`config.mk`:
```
export PLATFORM = sky130hd
export DESIGN_NAME = fetch_controller
export DESIGN_NICKNAME = d
export VERILOG_FILES = /design/src/rtl/fetch_controller.sv
export SDC_FILE = /design/constraint.sdc
export NUM_CORES = 1
export LEC_CHECK = 0
export BUFFER_PORTS_ARGS = -buffer_cell sky130_fd_sc_hd__buf_2
export CAP_MARGIN = 20
export CORE_ASPECT_RATIO = 1.75
export CORE_MARGIN = 4
export CORE_UTILIZATION = 50
export CTS_CLUSTER_DIAMETER = 40
export DETAILED_ROUTE_END_ITERATION = 12
export GPL_TIMING_DRIVEN = 1
export PLACE_DENSITY_LB_ADDON = 0.15
export SLEW_MARGIN = 20
export SYNTH_ARGS = -nofsm -noshare
export SYNTH_HDL_FRONTEND = slang
export SYNTH_SLANG_ARGS = --single-unit
```
`constraint.sdc`:
```
create_clock -name clk_i -period 6.09 [get_ports clk_i]
set_clock_uncertainty 0.1 [all_clocks]
set_input_delay 0 -clock clk_i [delete_from_list [all_inputs] [get_ports clk_i]]
set_output_delay 0 -clock clk_i [all_outputs]
set_load 0.005 [all_outputs]
```
`src/rtl/fetch_controller.sv`:
```
// Instruction-fetch sequencer: owns the PC, fetches one 32-bit word per cycle into a
// small prefetch FIFO and hands instructions to decode over a valid/ready handshake.
module fetch_controller #(
    parameter logic [7:0] RESET_PC = 8'h00,
    parameter int         DEPTH    = 2
) (
    input  logic        clk_i,
    input  logic        rst_ni,
    input  logic        start_i,
    input  logic        halt_i,
    input  logic        redirect_valid_i,
    input  logic [7:0]  redirect_target_i,
    output logic [7:0]  mem_addr_o,
    input  logic [31:0] mem_instr_i,
    output logic [31:0] instr_o,
    output logic [7:0]  instr_pc_o,
    output logic        instr_valid_o,
    input  logic        instr_ready_i,
    output logic [1:0]  state_o
);

    localparam int PTR_W = $clog2(DEPTH);
    localparam int CNT_W = PTR_W + 1;

    typedef enum logic [1:0] {
        IDLE   = 2'b00,
        RUN    = 2'b01,
        HALTED = 2'b10
    } state_t;

    state_t             state_r;
    state_t             state_nxt_s;
    logic [7:0]         pc_r;
    logic [31:0]        fifo_instr_r [DEPTH];
    logic [7:0]         fifo_pc_r    [DEPTH];
    logic [PTR_W-1:0]   rd_ptr_r;
    logic [PTR_W-1:0]   wr_ptr_r;
    logic [CNT_W-1:0]   count_r;

    logic               empty_s;
    logic               full_s;
    logic               pop_s;
    logic               push_s;
    logic               flush_s;
    logic               load_reset_s;
    logic               load_redir_s;

    assign empty_s = (count_r == {CNT_W{1'b0}});
    assign full_s  = (count_r == CNT_W'(DEPTH));
    assign pop_s   = !empty_s && instr_ready_i;

    // FSM state register
    always_ff @(posedge clk_i or negedge rst_ni) begin
        if (!rst_ni) begin
            state_r <= IDLE;
        end else begin
            state_r <= state_nxt_s;
        end
    end

    // FSM next-state logic; start_i in RUN is deliberately ignored
    always_comb begin
        state_nxt_s = state_r;
        case (state_r)
            IDLE: begin
                if (start_i) begin
                    state_nxt_s = RUN;
                end else begin
                    state_nxt_s = IDLE;
                end
            end
            RUN: begin
                if (halt_i) begin
                    state_nxt_s = HALTED;
                end else begin
                    state_nxt_s = RUN;
                end
            end
            HALTED: begin
                if (start_i) begin
                    state_nxt_s = RUN;
                end else begin
                    state_nxt_s = HALTED;
                end
            end
            default: begin
                state_nxt_s = IDLE;
            end
        endcase
    end

    // FSM control outputs: PC load selection, FIFO flush and push enable
    always_comb begin
        push_s       = 1'b0;
        flush_s      = 1'b0;
        load_reset_s = 1'b0;
        load_redir_s = 1'b0;
        case (state_r)
            IDLE: begin
                if (start_i) begin
                    load_reset_s = 1'b1;
                    flush_s      = 1'b1;
                end else begin
                    load_reset_s = 1'b0;
                end
            end
            RUN: begin
                // redirect wins over fetch; a simultaneous halt only affects the state
                if (redirect_valid_i) begin
                    load_redir_s = 1'b1;
                    flush_s      = 1'b1;
                end else if (!halt_i && (!full_s || pop_s)) begin
                    push_s = 1'b1;
                end else begin
                    push_s = 1'b0;
                end
            end
            HALTED: begin
                if (start_i) begin
                    load_reset_s = 1'b1;
                    flush_s      = 1'b1;
                end else if (redirect_valid_i) begin
                    load_redir_s = 1'b1;
                    flush_s      = 1'b1;
                end else begin
                    push_s = 1'b0;
                end
            end
            default: begin
                push_s = 1'b0;
            end
        endcase
    end

    // program counter
    always_ff @(posedge clk_i or negedge rst_ni) begin
        if (!rst_ni) begin
            pc_r <= RESET_PC;
        end else if (load_reset_s) begin
            pc_r <= RESET_PC;
        end else if (load_redir_s) begin
            pc_r <= redirect_target_i;
        end else if (push_s) begin
            pc_r <= pc_r + 8'd4;
        end else begin
            pc_r <= pc_r;
        end
    end

    // FIFO pointers and occupancy; pointers wrap naturally since DEPTH is 2 or 4
    always_ff @(posedge clk_i or negedge rst_ni) begin
        if (!rst_ni) begin
            rd_ptr_r <= {PTR_W{1'b0}};
            wr_ptr_r <= {PTR_W{1'b0}};
            count_r  <= {CNT_W{1'b0}};
        end else if (flush_s) begin
            rd_ptr_r <= {PTR_W{1'b0}};
            wr_ptr_r <= {PTR_W{1'b0}};
            count_r  <= {CNT_W{1'b0}};
        end else begin
            if (push_s) begin
                wr_ptr_r <= wr_ptr_r + PTR_W'(1);
            end else begin
                wr_ptr_r <= wr_ptr_r;
            end
            if (pop_s) begin
                rd_ptr_r <= rd_ptr_r + PTR_W'(1);
            end else begin
                rd_ptr_r <= rd_ptr_r;
            end
            case ({push_s, pop_s})
                2'b10:   count_r <= count_r + CNT_W'(1);
                2'b01:   count_r <= count_r - CNT_W'(1);
                default: count_r <= count_r;
            endcase
        end
    end

    // FIFO storage
    always_ff @(posedge clk_i or negedge rst_ni) begin
        if (!rst_ni) begin
            for (int i = 0; i < DEPTH; i++) begin
                fifo_instr_r[i] <= 32'h0000_0000;
                fifo_pc_r[i]    <= 8'h00;
            end
        end else if (push_s) begin
            fifo_instr_r[wr_ptr_r] <= mem_instr_i;
            fifo_pc_r[wr_ptr_r]    <= pc_r;
        end else begin
            fifo_instr_r[wr_ptr_r] <= fifo_instr_r[wr_ptr_r];
            fifo_pc_r[wr_ptr_r]    <= fifo_pc_r[wr_ptr_r];
        end
    end

    // head outputs read zero while the FIFO is empty
    always_comb begin
        if (!empty_s) begin
            instr_o    = fifo_instr_r[rd_ptr_r];
            instr_pc_o = fifo_pc_r[rd_ptr_r];
        end else begin
            instr_o    = 32'h0000_0000;
            instr_pc_o = 8'h00;
        end
    end

    assign instr_valid_o = !empty_s;
    assign mem_addr_o    = pc_r;
    assign state_o       = state_r;

endmodule

```
Yosys cells after proc, flatten, opt, wreduce, memory -nomap -nowiden
Cells that the tools add are included.

word-level totals
  logic and storage cells = 85
  flip-flop bits (word level) = 94
  output and inout bits = 51

operators by class
  equality and inequality tests = 5
  add/sub/neg operators = 5
  mux-type cells = 47
  order comparisons = 3
  bitwise operators = 2
  reductions and logical operators = 14

operators with widths
  cell                                                      count
  two-way mux 32 bit                                        8
  bitwise mux 64 bit                                        2
  two-way mux 8 bit                                         11
  two-way mux 64 bit                                        1
  bitwise mux 16 bit                                        2
  demux 32 bit (select 1 bit)                               1
  two-way mux 16 bit                                        1
  two-way mux 1 bit                                         13
  adder 8 x 3 -> 8 bit, second input constant               1
  demux 8 bit (select 1 bit)                                1
  == test 2 bit, second input constant                      3
  two-way mux 2 bit                                         3
  case mux 2 bit (3 select lines)                           1
  nonzero test 3 bit                                        2
  == test 2 x 1 -> 1 bit, second input constant             2
  greater-or-equal comparator 2 bit, second input constant  2
  zero test 2 bit                                           2
  NOT 1 -> 2 bit                                            2
  case mux 2 bit (2 select lines)                           1
  nonzero test 2 bit                                        2
  logical AND 1 bit                                         3
  zero test 1 bit                                           3
  case mux 1 bit (3 select lines)                           1
  adder 1 bit, second input constant                        2
  6 further kinds                                           6

Depth between registers and ports, before layout
  depth in word-level cells = 11
  depth in mapped cells = 7

Worst setup path after synthesis
OpenSTA, ideal clock, no wires.

  kind = flip-flop to flip-flop
  start point = register state_r[1] (netlist: state_o[1])
  end point = register fifo_instr_r[32] in the netlist's numbering
  buffers on the path = 1
  cell stages (with the launch flop) = 7
  path slack = 3.996 ns
  arrival time = 1.869 ns
  required time = 5.865 ns
  clock period less this slack = 2.094 ns
  library setup time = 0.125 ns
  cell sequence = dfrtp_1 -> inv_1 -> ha_1 -> or3b_4 -> nor3_2 -> buf_2 -> mux2_2

on the way
  longest elaborated chain between the ends = 3

RTL lines
  what                           line  RTL
  start, declared                31    state_t state_r;
  start signal, assigned         57    state_r <= state_nxt_s;
  == test 2 x 1 -> 1 bit         98    case (state_r)
  two-way mux 1 bit              n/a
  two-way mux 64 bit             186   end else if (push_s) begin
  end signal, assigned by index  187   fifo_instr_r[wr_ptr_r] <= mem_instr_i;
  end signal, assigned by index  190   fifo_instr_r[wr_ptr_r] <= fifo_instr_r[wr_ptr_r];
  end, declared                  34    logic [31:0] fifo_instr_r [DEPTH];

Every way passes these cells.
A chain may end at the register's enable or synchronous reset.

Worst setup path in the final report
  start point = register state_r[1] (netlist: state_o[1])
  end point = register fifo_pc_r[7] in the netlist's numbering

on the way
  longest elaborated chain between the ends = 3

RTL lines
  what                           line  RTL
  == test 2 x 1 -> 1 bit         98
  two-way mux 1 bit              n/a
  two-way mux 16 bit             186
  end signal, assigned by index  188   fifo_pc_r[wr_ptr_r] <= pc_r;
  end signal, assigned by index  191   fifo_pc_r[wr_ptr_r] <= fifo_pc_r[wr_ptr_r];
  end, declared                  35    logic [7:0] fifo_pc_r [DEPTH];

Every way passes these cells.

==> results_dict.tcl <==
set metrics [dict create \
    status "complete, no violations" \
    cts_tree "done" \
    vias_per_cell 5.12 \
    post-route-period-util 0.463 \
    power_frac_clock 0.212 \
    vias 3100 \
    ys.flop_type "dfrtp_1" \
    diodes 0 \
    setup_viol 0 \
    grt_first_pass_wirelength_um 15600 \
    grt_setup_unrepaired "false" \
    path_clk_slew_ns 0.06 \
    critical_path.startpoint "state_o[1]" \
    synth_area_leader_cell "dfrtp_1" \
    drv_cap 0 \
    drt-initial-drc-count 51 \
    synth.top_cell.area_share 0.533 \
    cts_buffer_depth 2 \
    place_area_mm2 0.00498 \
    internal-power_w 0.00163 \
    critPathMaxFanout 40 \
    arrival_ns 2.93 \
    hold_violations 0 \
    layout.cells.non_filler 605 \
    synth_area_leaders "dfrtp_1 (53%), mux2_2 (18%), mux2i_1 (9.8%)" \
    grt_max_degree 73 \
    crit_end "fifo_pc_r[7]" \
    io_pins 97 \
    power_frac_seq 0.433 \
    r2r_cells 6 \
    drive_above_1_share 0.406 \
    fill_cells 717 \
    rows 45 \
    netlist_area_mm2 0.00441 \
    fmax_mhz 355 \
    htreeDepth 3 \
    drc 0 \
    dp_hpwl_um 5790 \
    cts_resized 0 \
    fp.dieW_um 79.0 \
    cts_buffers 9 \
    fin_area_mm2 0.00574 \
    crit_path_end_kind "flop" \
    p_sw_w 0.000768 \
    timing.reg2reg.setup_slack_ns 3.27 \
    dieArea_mm2 0.0105 \
    cellLeakagePower_nw 2.72 \
    drt_first_pass_iters 4 \
    grt_usage 0.191 \
    synth_cells 345 \
    cp_data_required_time_ns 6.20 \
    crit_slowest_cell "nand2_2" \
    async_flop_share 1.00 \
    grt_pass1_vias 3307 \
    root_buffer "clkbuf_16" \
    post_drt_wl_per_cell_um 15.4 \
    r2r-start "state_o[1]" \
    p_per_area_mw_per_mm2 418 \
    syn_area_per_cell_um2 12.8 \
    post-route-util 0.661 \
    swShare 0.320 \
    synth_nets 396 \
    pwr-share-comb 0.355 \
    antenna_found_initial 0 \
    ys_seq_elements 94 \
    gr-total-overflow 0 \
    hp-class "in -> reg" \
    die_h_um 132 \
    crit_type "reg -> reg" \
    critical_path.cell_chain "inv_1 > ha_1 > or3b_4 > nor2_4 > nand2_2 > mux2_1" \
    ys_warn_count 0 \
    synth_edf_count 0 \
    finalMaxSlewViolations 0 \
    finalCriticalPeriod_ns 2.82 \
    synthDistinctLibCells 33 \
    multi_input_area_mm2 0.00196 \
    ant_nets 0 \
    max_stage_delay_ns 0.60 \
    area_growth_pct 29.9 \
    relSlewSlack 0.311 \
    tns_ns 0 \
    clk-insertion-delay-late_ns 0.33 \
    post-place-cells 541 \
    r2r-end "fifo_pc_r[7]" \
    regArea_mm2 0.00235 \
    yosysMostFrequentCell "dfrtp_1" \
    startpoint_type "flop" \
    gp_congestion 0.740 \
    worstMarginPinSlew_ns 1.03 \
    port_buffers 96 \
    power_w 0.00240 \
    drt_wl_total_um 9300 \
    synth_common_cells "dfrtp_1 (94), mux2_2 (70), nor2_1 (53)" \
    coreArea_mm2 0.00867 \
    start_util 0.509 \
    synth-seq-area-share 0.533 \
    ir_drop_v 0.000305 \
    nets 534 \
    clock_sinks 94 \
]
## worst max-delay path, delay by kind of cell, from the launching register on
kind | cells | cell delay [ns]
adders and majority gates | 1 | 0.21
buffers and inverters | 1 | 0.10
and+or+nand+nor | 3 | 1.31
DFF | 1 | 0.42
muxes | 1 | 0.56
## kinds of logic after synthesis
kind of cell / after synthesis / share of synthesized area
simple gates: 74 / 0.0836
mux: 123 / 0.302
flops: 94 / 0.533
xor+xnor: 8 / 0.0159
compound gates: 17 / 0.0252
buf+inv: 24 / 0.0266
fa+ha+maj: 5 / 0.0142
## layout by cell type (no fill, tap or decap), types with 5 or more instances in the layout
| cell | netlist | layout |
|---|---|---|
| dlygate4sd3_1 | 0 | 47 |
| a21oi_1 | 5 | 5 |
| mux2_2 | 70 | 70 |
| buf_2 | 4 | 95 |
| mux2_1 | 10 | 10 |
| clkbuf_16 | 0 | 9 |
| ha_1 | 5 | 5 |
| mux2i_1 | 43 | 43 |
| xnor2_1 | 7 | 7 |
| nor2_1 | 53 | 52 |
| dfrtp_1 | 94 | 93 |
## flip-flops by register name (all words and copies together) (netlist names)
signal        flops
rd_ptr_r          1
fifo_instr_r     64
mem_addr_o        8
fifo_pc_r        16
count_r           2
state_o           2
wr_ptr_r          1
## metal layers
metal	vias up	part of all wire	routed length [um]	GRT usage
met5	-	0	0	0
met4	0	0.032	298	0.100
met3	23	0.032	302	0.0294
met2	71	0.53	4930	0.330
met1	1533	0.41	3780	0.223
li1	1473	-	-	-
## power by group through the flow
| stage | clock (W) | sequential, W | combinational, W |
|---|---|---|---|
| 3_3_place_gp | 0 | 0.00103 | 0.000816 |
| 6_report | 0.000507 | 0.00104 | 0.000851 |
| 2_1_floorplan | 0 | 0.00100 | 0.000617 |
| 4_1_cts | 0.000526 | 0.00104 | 0.000868 |
| 5_1_grt | 0.000549 | 0.00107 | 0.000950 |
| 3_5_place_dp | 0 | 0.00105 | 0.000836 |
## stage by stage
| stage | hold WS (ns) | worst slack (ns) |
|---|---|---|
| floorplan | -0.396 | 4.00 |
| CTS | 0.0455 | 3.23 |
| global route | 0.0553 | 3.08 |
| detailed placement | -0.191 | 3.25 |
| global placement | -0.200 | 3.31 |
| finish | 0.0175 | 3.27 |
## timing repair
action                                 in CTS  in global routing
setup buffers                               0                  0
endpoints found under the hold margin      97                  0
hold buffers                               47                  0
## area by class of cell
class                      instances  area share
sequential                        94       0.410
multi-input combinational        227       0.342
timing repair buffer             147       0.171
clock buffer                      10      0.0417
tap                              117      0.0255
clock inverter                     6     0.00654
inverter                           4     0.00262
## how the worst min path moves through the flow
stage	from	to	cells after the start
3_3_place_gp	rst_ni	fifo_instr_r[44]	1
2_1_floorplan	rst_ni	count_r[0]	0
3_5_place_dp	rst_ni	fifo_instr_r[44]	1
4_1_cts	redirect_valid_i	wr_ptr_r	4
5_1_grt	redirect_valid_i	mem_addr_o[7]	3
6_report	redirect_valid_i	mem_addr_o[7]	3
Note: power is estimated with default switching activity, not from simulation.
